### src/rtl/toggle_handshake_responder_if.sv
// Link bundle for the toggle request/acknowledge receiver: toggle side plus local valid/ready side.
// slave = responder view, master = sender/consumer view.
interface toggle_handshake_responder_if #(
  parameter int unsigned WIDTH = 8
);
  logic             req_tgl;
  logic [WIDTH-1:0] req_data;
  logic             ack_tgl;
  logic             out_valid;
  logic [WIDTH-1:0] out_data;
  logic             out_ready;

  modport slave (
    input  req_tgl,
    input  req_data,
    input  out_ready,
    output ack_tgl,
    output out_valid,
    output out_data
  );

  modport master (
    output req_tgl,
    output req_data,
    output out_ready,
    input  ack_tgl,
    input  out_valid,
    input  out_data
  );
endinterface

### src/rtl/toggle_handshake_responder.sv
// Two-phase toggle receiver: captures each req_tgl flip, hands the word out over valid/ready,
// then flips ack_tgl. Define TOGGLE_RESP_SYNC_EN to add a 2-flop synchronizer on req_tgl.
module toggle_handshake_responder #(
  parameter int unsigned WIDTH     = 8,
  parameter int unsigned CNT_WIDTH = 8
) (
  input  logic                          clk,
  input  logic                          rst,
  toggle_handshake_responder_if.slave   link,
  output logic [CNT_WIDTH-1:0]          evt_count,
  output logic                          overrun
);

  typedef enum logic [1:0] {StIdle, StHold, StAck} state_e;

  state_e               state_q, state_d;
  logic                 req_s;
  logic                 req_prev_q, req_prev_d;
  logic                 out_valid_q, out_valid_d;
  logic [WIDTH-1:0]     out_data_q, out_data_d;
  logic                 ack_q, ack_d;
  logic [CNT_WIDTH-1:0] cnt_q, cnt_d;
  logic                 overrun_q, overrun_d;
  logic                 change;

`ifdef TOGGLE_RESP_SYNC_EN
  logic [1:0] sync_q;

  always_ff @(posedge clk) begin
    if (rst) begin
      sync_q <= '0;
    end else begin
      sync_q <= {sync_q[0], link.req_tgl};
    end
  end

  assign req_s = sync_q[1];
`else
  assign req_s = link.req_tgl;
`endif

  // A pending flip stays visible here until IDLE accepts it, so overruns are not lost.
  assign change = req_s ^ req_prev_q;

  always_ff @(posedge clk) begin
    if (rst) begin
      state_q     <= StIdle;
      req_prev_q  <= 1'b0;
      out_valid_q <= 1'b0;
      out_data_q  <= '0;
      ack_q       <= 1'b0;
      cnt_q       <= '0;
      overrun_q   <= 1'b0;
    end else begin
      state_q     <= state_d;
      req_prev_q  <= req_prev_d;
      out_valid_q <= out_valid_d;
      out_data_q  <= out_data_d;
      ack_q       <= ack_d;
      cnt_q       <= cnt_d;
      overrun_q   <= overrun_d;
    end
  end

  always_comb begin
    state_d     = state_q;
    req_prev_d  = req_prev_q;
    out_valid_d = out_valid_q;
    out_data_d  = out_data_q;
    ack_d       = ack_q;
    cnt_d       = cnt_q;
    overrun_d   = overrun_q;
    unique case (state_q)
      StIdle: begin
        if (change) begin
          out_data_d  = link.req_data;
          req_prev_d  = req_s;
          out_valid_d = 1'b1;
          state_d     = StHold;
        end
      end
      StHold: begin
        if (change) overrun_d = 1'b1;
        if (out_valid_q && link.out_ready) begin
          out_valid_d = 1'b0;
          state_d     = StAck;
        end
      end
      StAck: begin
        if (change) overrun_d = 1'b1;
        ack_d   = ~ack_q;
        cnt_d   = cnt_q + CNT_WIDTH'(1);
        state_d = StIdle;
      end
      default: state_d = StIdle;
    endcase
  end

  assign link.ack_tgl   = ack_q;
  assign link.out_valid = out_valid_q;
  assign link.out_data  = out_data_q;
  assign evt_count      = cnt_q;
  assign overrun        = overrun_q;

endmodule
### src/flat_wrapper.sv
// flat-port wrapper written by rule: the top's interface ports become plain ports
module toggle_handshake_responder_flat 
#(
  parameter int unsigned WIDTH     = 8,
  parameter int unsigned CNT_WIDTH = 8
)
  (clk, rst, evt_count, overrun, link_req_tgl, link_req_data, link_out_ready, link_ack_tgl, link_out_valid, link_out_data);
  toggle_handshake_responder_if #(.WIDTH(WIDTH)) link_i ();
  input  logic clk;
  input  logic rst;
  output logic [CNT_WIDTH-1:0] evt_count;
  output logic overrun;
  input wire logic [$bits(link_i.req_tgl)-1:0] link_req_tgl;
  input wire logic [$bits(link_i.req_data)-1:0] link_req_data;
  input wire logic [$bits(link_i.out_ready)-1:0] link_out_ready;
  output wire logic [$bits(link_i.ack_tgl)-1:0] link_ack_tgl;
  output wire logic [$bits(link_i.out_valid)-1:0] link_out_valid;
  output wire logic [$bits(link_i.out_data)-1:0] link_out_data;
  assign link_i.req_tgl = link_req_tgl;
  assign link_i.req_data = link_req_data;
  assign link_i.out_ready = link_out_ready;
  assign link_ack_tgl = link_i.ack_tgl;
  assign link_out_valid = link_i.out_valid;
  assign link_out_data = link_i.out_data;
  toggle_handshake_responder #(.WIDTH(WIDTH), .CNT_WIDTH(CNT_WIDTH)) u_core (.clk(clk), .rst(rst), .link(link_i), .evt_count(evt_count), .overrun(overrun));
endmodule
### config.mk
export PLATFORM = sky130hd
export DESIGN_NAME = toggle_handshake_responder_flat
export DESIGN_NICKNAME = d
export VERILOG_FILES = /design/src/rtl/toggle_handshake_responder_if.sv /design/src/rtl/toggle_handshake_responder.sv /design/src/flat_wrapper.sv
export SDC_FILE = /design/constraint.sdc
export NUM_CORES = 1
export LEC_CHECK = 0
export CORE_ASPECT_RATIO = 1.4
export CORE_UTILIZATION = 30
export DETAILED_ROUTE_END_ITERATION = 10
export DONT_BUFFER_PORTS = 1
export GPL_TIMING_DRIVEN = 0
export PLACE_DENSITY = 0.54
export SETUP_SLACK_MARGIN = 0.02
export SYNTH_ARGS = -nofsm -noshare
export SYNTH_HDL_FRONTEND = slang
export SYNTH_SLANG_ARGS = --single-unit
### constraint.sdc
create_clock -name clk -period 1.5 [get_ports clk]
set_clock_uncertainty 0.2 [all_clocks]
set_input_delay 0.15 -clock clk [delete_from_list [all_inputs] [get_ports clk]]
set_output_delay 0.15 -clock clk [all_outputs]
set_load 0.1 [all_outputs]
# Word-level counts from Yosys, hierarchy flattened
# Cells that the tools add are included.
[totals]
reg_bits = 22
out_inout_bits = 19
latchBits = 0
mem_bits_ro = 0
wordCells = 28
mem_count = 0
ram_bits = 0
[op_classes]
n_mul = 0
n_lt_le_gt_ge = 0
n_addsub = 1
mux = 6
n_div = 0
reduce_logical = 8
shift = 0
n_eq_ne = 4
n_bitwise = 2
[ops]
columns = ["cell", "count"]
rows = [
  ["8-bit by 1-bit adder with 8-bit output, second input constant", 1],
  ["2-bit AND reduction", 3],
  ["2-bit two-way mux", 2],
  ["2-bit by 1-bit inequality test with 1-bit output, second input constant", 2],
  ["2-bit case mux with 2 select lines", 1],
  ["3-bit AND reduction", 1],
  ["2-bit by 1-bit equality test with 1-bit output, second input constant", 1],
  ["2-bit equality test, second input constant", 1],
  ["2-bit zero test", 1],
  ["1-bit two-way mux", 2],
  ["1-bit case mux with 2 select lines", 1],
  ["2-bit nonzero test", 1],
  ["2-bit OR reduction", 1],
  ["1-bit logical AND", 1],
  ["1-bit NOT", 1],
  ["1-bit XOR", 1],
]

# Depth between registers and ports, before layout
[depth]
depth_word = 3
mapped_depth = 6
ltp_nobuf = 5

# Worst setup path before layout
# OpenSTA, ideal clock, no wires.
[synth_path]
path_type = "reg2reg"
from = "register u_core.cnt_q[0] (netlist: u_core.evt_count[0])"
to = "register u_core.cnt_q[6] (netlist: u_core.evt_count[6])"
path_slack_ns = -0.667
setup_time_ns = 0.070
arrival_ns = 1.896
stages_incl_launch_ff = 5
path_buffers = 0
path_cell_list = "dfxtp_1 ha_1 nand3_1 or3_1 a21oi_1"
[synth_between]
elab_chain_len = 1
[synth_rtl]
columns = ["element", "line_no", "rtl"]
rows = [
  ["start: declaration", "toggle_handshake_responder.sv:22", "logic [CNT_WIDTH-1:0] cnt_q, cnt_d;"],
  ["start signal: assignment", "toggle_handshake_responder.sv:60", "cnt_q <= cnt_d;"],
  ["8-bit by 1-bit adder with 8-bit output", "toggle_handshake_responder.sv:92", "cnt_d = cnt_q + CNT_WIDTH'(1);"],
]
# Every way passes these cells.
# A chain may end at the register's enable or synchronous reset.

# Worst setup path in the final report
[layout_path]
from = "register u_core.cnt_q[3] (netlist: u_core.evt_count[3])"
to = "register u_core.cnt_q[7] (netlist: u_core.evt_count[7])"
# Same word-level chain as after synthesis.

==> flow_summary_export.csv <==
group,metric,value,unit
floorplanning,fp.coreArea,3153,sq um
floorplanning,full_die_area,3570,sq um
critical_path,crit_buf_inv,0,
cts,numCtsBuffers,3,
critical_path,cp_data_required_time,1.49,ns
critical_path,crit_path_slowest_cell,"sky130_fd_sc_hd__dfxtp_4",
final_layout,num-nets-final,148,
final_layout,fraction_of_layout_cells_with_a_size_suffix_above_1,0.3721,
place,hpwl,1513,um
place,dpl-instance-area,1089,sq um
critical_path,crit_path_cell_trace,"nand3_4, or4_1, a21oi_1",
power_and_ir_drop,vdd_ir_drop_max,1094,uV
power_and_ir_drop,total_switching_power,1.307,mW
detailed_routing,vias,832,
timing,final_period_minus_worst_setup_slack,1.581,ns
critical_path,rr_worst_depth,3,
critical_path,worst_r2r_startpoint,"u_core.evt_count[3]",
timing,report.final.hold_viol_count,3,
detailed_routing,wirelength,2272,um
critical_path,timing_worst_setup_path_type,"register to register",
critical_path,timing.critical_path.from_type,"register",
floorplanning,fp-row-count,24,
grt,first_pass_grt_wire_length,3594,um
grt,gr_ovfl_total,0,
place,place.gp.congestion,0.6254,
final_layout,finalInstanceArea,1405,sq um
cts,cts.htree.levels,1,
yosys,yosys_register_bits,22,
yosys,syn_area_per_cell,9.431,sq um
grt,vias_in_the_first_global_route,833,
cts,clock_sinks,22,
timing,post-route-period-util,1.054,
place,pre_cts_slack,-0.1986,ns
power_and_ir_drop,p_seq_frac,0.566,
power_and_ir_drop,power_frac_comb,0.288,
timing,setup-violations-final,2,
hold_path,hold-path-cell-count,2,
yosys,synth_compound_area_frac,0.1502,
timing,worst-slew-pin-transition,0.5379,ns
yosys,synthDistinctLibCells,26,
yosys,synth_seq_area_share,0.4406,
final_layout,layout-area-overhead-vs-synth,40.55,%
timing,unrepaired_setup_endpoints_after_global_routing,"true",
power_and_ir_drop,cellPowerDensity,1838,nW/um^2
critical_path,timing.reg2reg.setup_slack,-0.08,ns
cts,cts.root.buffer_cell,"sky130_fd_sc_hd__clkbuf_8",
floorplanning,start_util,0.3171,
power_and_ir_drop,leakagePower,0.5074,nW
hold_path,class_of_the_worst_hold_path,"input port to register",
power_and_ir_drop,total_power,2.582,mW
power_and_ir_drop,cell_internal_pwr,1.275,mW
detailed_routing,final_antenna_net_count,0,
power_and_ir_drop,sw_frac_of_total,0.5061,
grt,antenna_found_initial,0,
yosys,synth.cell_area,999.7,sq um
detailed_routing,first_pass_iters,4,
timing,slew_headroom,0.6414,
final_layout,diodes,0,
power_and_ir_drop,clockPowerShare,0.147,
flow_run,max-cap-violations,0,
status,violations,"negative hold slack, negative setup slack",
timing,slew_viol_final,0,
floorplanning,floorplan.die.width,50.79,um
place,buffer_ports.inserted,0,
detailed_routing,vias_per_cell,4.952,
critical_path,critical_path.reg2reg.endpoint,"u_core.evt_count[7]",
critical_path,crit_path_max_delay_family,"simple AND/OR/NAND/NOR gates",
critical_path,critPathCaptureType,"register",
critical_path,critical_path.max_fanout,5,
timing,layout_setup_ws,-0.08121,ns
critical_path,crit_path_start,"u_core.evt_count[3]",
critical_path,max_stage_delay,0.57,ns
yosys,net_count_of_the_mapped_netlist,124,
yosys,muxShareOfSynthArea,0.04005,
cts,clkSlewWorstSetupHoldPaths,0.08,ns
yosys,synth_warnings,0,
detailed_routing,drt_iter0_drc,22,
detailed_routing,wl_per_cell,13.52,um
hold_path,hold_path_end,"u_core.state_q[0]",
critical_path,arrival,1.57,ns
cts,clock_tree_from_tritoncts,"yes",
timing,fin_hold_ws,-0.1412,ns
cts,source_to_sink_clock_delay_at_the_later_pin_of_the_worst_skew_pair,0.26,ns
hold_path,hold_start,"rst",
yosys,yosys.area_share.simple,0.1777,
yosys,synth_xor_area_frac,0.07635,
floorplanning,die_y,70.30,um
final_layout,n_fill_cell,303,
cts,max-clock-path-buffers,2,
yosys,post_synth_inst_count,106,
yosys,largest_family_of_logic_cells_by_synthesized_area,"simple AND/OR/NAND/NOR gates",
grt,globalRouteTotalUtil,0.1357,
floorplanning,floorplan.io_pins,31,
grt,pin_count_of_the_biggest_net_entering_global_routing,13,
status,outcome,"finished, violations left",
timing,fmax,632.4,MHz
detailed_routing,route.detailed.drc,0,
yosys,synth_adder_area_share,0.07509,
-- cells by family (layout without fill, tap and decap cells) --
kind of cell / Yosys count / count (layout)
AO/OA/AOI/OAI: 26 / 26
multiplexers: 4 / 4
adder cells (fa/ha/maj): 6 / 6
AND/OR/NAND/NOR: 33 / 33
flip-flops: 22 / 22
buffers and inverters: 8 / 31
XOR/XNOR: 7 / 7
-- synthesized netlist by cell type --
library cell,number,share of area
sky130_fd_sc_hd__buf_6,1,0.011
sky130_fd_sc_hd__nand4_1,1,0.0063
sky130_fd_sc_hd__dfxtp_1,22,0.44
sky130_fd_sc_hd__nand3_1,9,0.045
sky130_fd_sc_hd__or4_1,1,0.0075
sky130_fd_sc_hd__a31oi_1,1,0.0063
sky130_fd_sc_hd__buf_2,2,0.010
sky130_fd_sc_hd__mux2i_1,4,0.040
sky130_fd_sc_hd__inv_1,4,0.015
sky130_fd_sc_hd__nor2_1,9,0.034
sky130_fd_sc_hd__xor2_2,1,0.016
sky130_fd_sc_hd__clkbuf_1,1,0.0038
sky130_fd_sc_hd__nand2b_1,5,0.031
sky130_fd_sc_hd__a22oi_4,1,0.021
sky130_fd_sc_hd__o31ai_1,1,0.0075
sky130_fd_sc_hd__xor2_1,3,0.026
sky130_fd_sc_hd__ha_1,6,0.075
sky130_fd_sc_hd__xnor2_2,1,0.016
sky130_fd_sc_hd__nor3b_1,1,0.0075
sky130_fd_sc_hd__nand3_2,1,0.010
sky130_fd_sc_hd__nand2_1,3,0.011
sky130_fd_sc_hd__or3_1,2,0.013
sky130_fd_sc_hd__a21oi_1,12,0.060
sky130_fd_sc_hd__o21ai_0,11,0.055
sky130_fd_sc_hd__nand4_2,1,0.013
sky130_fd_sc_hd__xnor2_1,2,0.018
-- registers in the layout, summed over array words and instances (netlist names) --
name,flops
u_core.req_prev_q,1
u_core.evt_count,8
u_core.link.out_valid,1
u_core.link.out_data,8
u_core.overrun,1
u_core.link.ack_tgl,1
u_core.state_q,2
-- how the worst max path moves through the flow --
stage,to,slack [ns],cells after the start
after floorplan,u_core.evt_count[6],-0.1,4
after global placement,u_core.evt_count[7],-0.17,6
after detailed placement,u_core.evt_count[7],-0.20,6
after CTS,u_core.evt_count[7],-0.09,3
after global routing,u_core.evt_count[7],-0.16,6
final,u_core.evt_count[7],-0.08,3
-- per-stage QoR --
stage	cells	TNS, ns	util
floorplan	106	-0.1788	-
global placement	145	-0.4344	0.3452
detailed placement	145	-0.5805	0.3452
CTS	166	-0.1656	0.4278
global route	168	-0.4140	0.4456
finish	168	-0.1609	0.4456
-- metal layers --
metal / wire length, um / vias up / track usage
met5: 0 / - / 0
met4: 62 / 0 / 0.07407
met3: 140 / 7 / 0.03704
met2: 1195 / 29 / 0.2296
met1: 873 / 382 / 0.1490
li1: - / 414 / -
-- area by class of cell --
| type | instances | area [sq um] | area share |
|---|---|---|---|
| inverter | 4 | 15.01 | 0.01069 |
| buffer | 4 | 31.28 | 0.02226 |
| multi-input combinational | 76 | 603.1 | 0.4292 |
| tap | 39 | 48.80 | 0.03473 |
| sequential | 22 | 488.0 | 0.3473 |
| timing repair buffer | 19 | 173.9 | 0.1238 |
| clock buffer | 4 | 45.04 | 0.03206 |
-- power by group through the flow --
stage               clock network (mW)  logic, mW  registers [mW]
CTS                              0.401      0.709            1.45
global placement                     0      0.551            1.45
detailed placement                   0      0.576            1.45
global route                     0.420      0.829            1.47
finish                           0.379      0.742            1.46
floorplan                            0      0.469            1.43
-- placed cells by master, fill, tap and decap left out --
cell / n
sky130_fd_sc_hd__a21oi_1: 12
sky130_fd_sc_hd__a22oi_4: 1
sky130_fd_sc_hd__a31oi_1: 1
sky130_fd_sc_hd__buf_2: 1
sky130_fd_sc_hd__buf_4: 7
sky130_fd_sc_hd__buf_6: 3
sky130_fd_sc_hd__clkbuf_1: 2
sky130_fd_sc_hd__clkbuf_8: 3
sky130_fd_sc_hd__dfxtp_2: 14
sky130_fd_sc_hd__dfxtp_4: 8
sky130_fd_sc_hd__dlygate4sd3_1: 11
sky130_fd_sc_hd__ha_1: 2
sky130_fd_sc_hd__ha_2: 1
sky130_fd_sc_hd__ha_4: 3
sky130_fd_sc_hd__inv_1: 2
sky130_fd_sc_hd__inv_2: 2
sky130_fd_sc_hd__mux2i_1: 4
sky130_fd_sc_hd__nand2_1: 3
sky130_fd_sc_hd__nand2b_1: 5
sky130_fd_sc_hd__nand3_1: 8
sky130_fd_sc_hd__nand3_2: 1
sky130_fd_sc_hd__nand3_4: 1
sky130_fd_sc_hd__nand4_1: 1
sky130_fd_sc_hd__nand4_4: 1
sky130_fd_sc_hd__nor2_1: 9
sky130_fd_sc_hd__nor3b_1: 1
sky130_fd_sc_hd__o21ai_0: 11
sky130_fd_sc_hd__o31ai_1: 1
sky130_fd_sc_hd__or3_1: 2
sky130_fd_sc_hd__or4_1: 1
sky130_fd_sc_hd__xnor2_1: 2
sky130_fd_sc_hd__xnor2_4: 1
sky130_fd_sc_hd__xor2_1: 3
sky130_fd_sc_hd__xor2_4: 1
-- what timing repair did --
item                                   CTS  global route
setup buffers                            6             2
pin swaps                                7             2
endpoints found under the hold margin   12             9
gates resized for setup                 14             7
setup endpoints to repair               15            17
hold buffers                            11             1
Power figures use the tool's default switching activity.
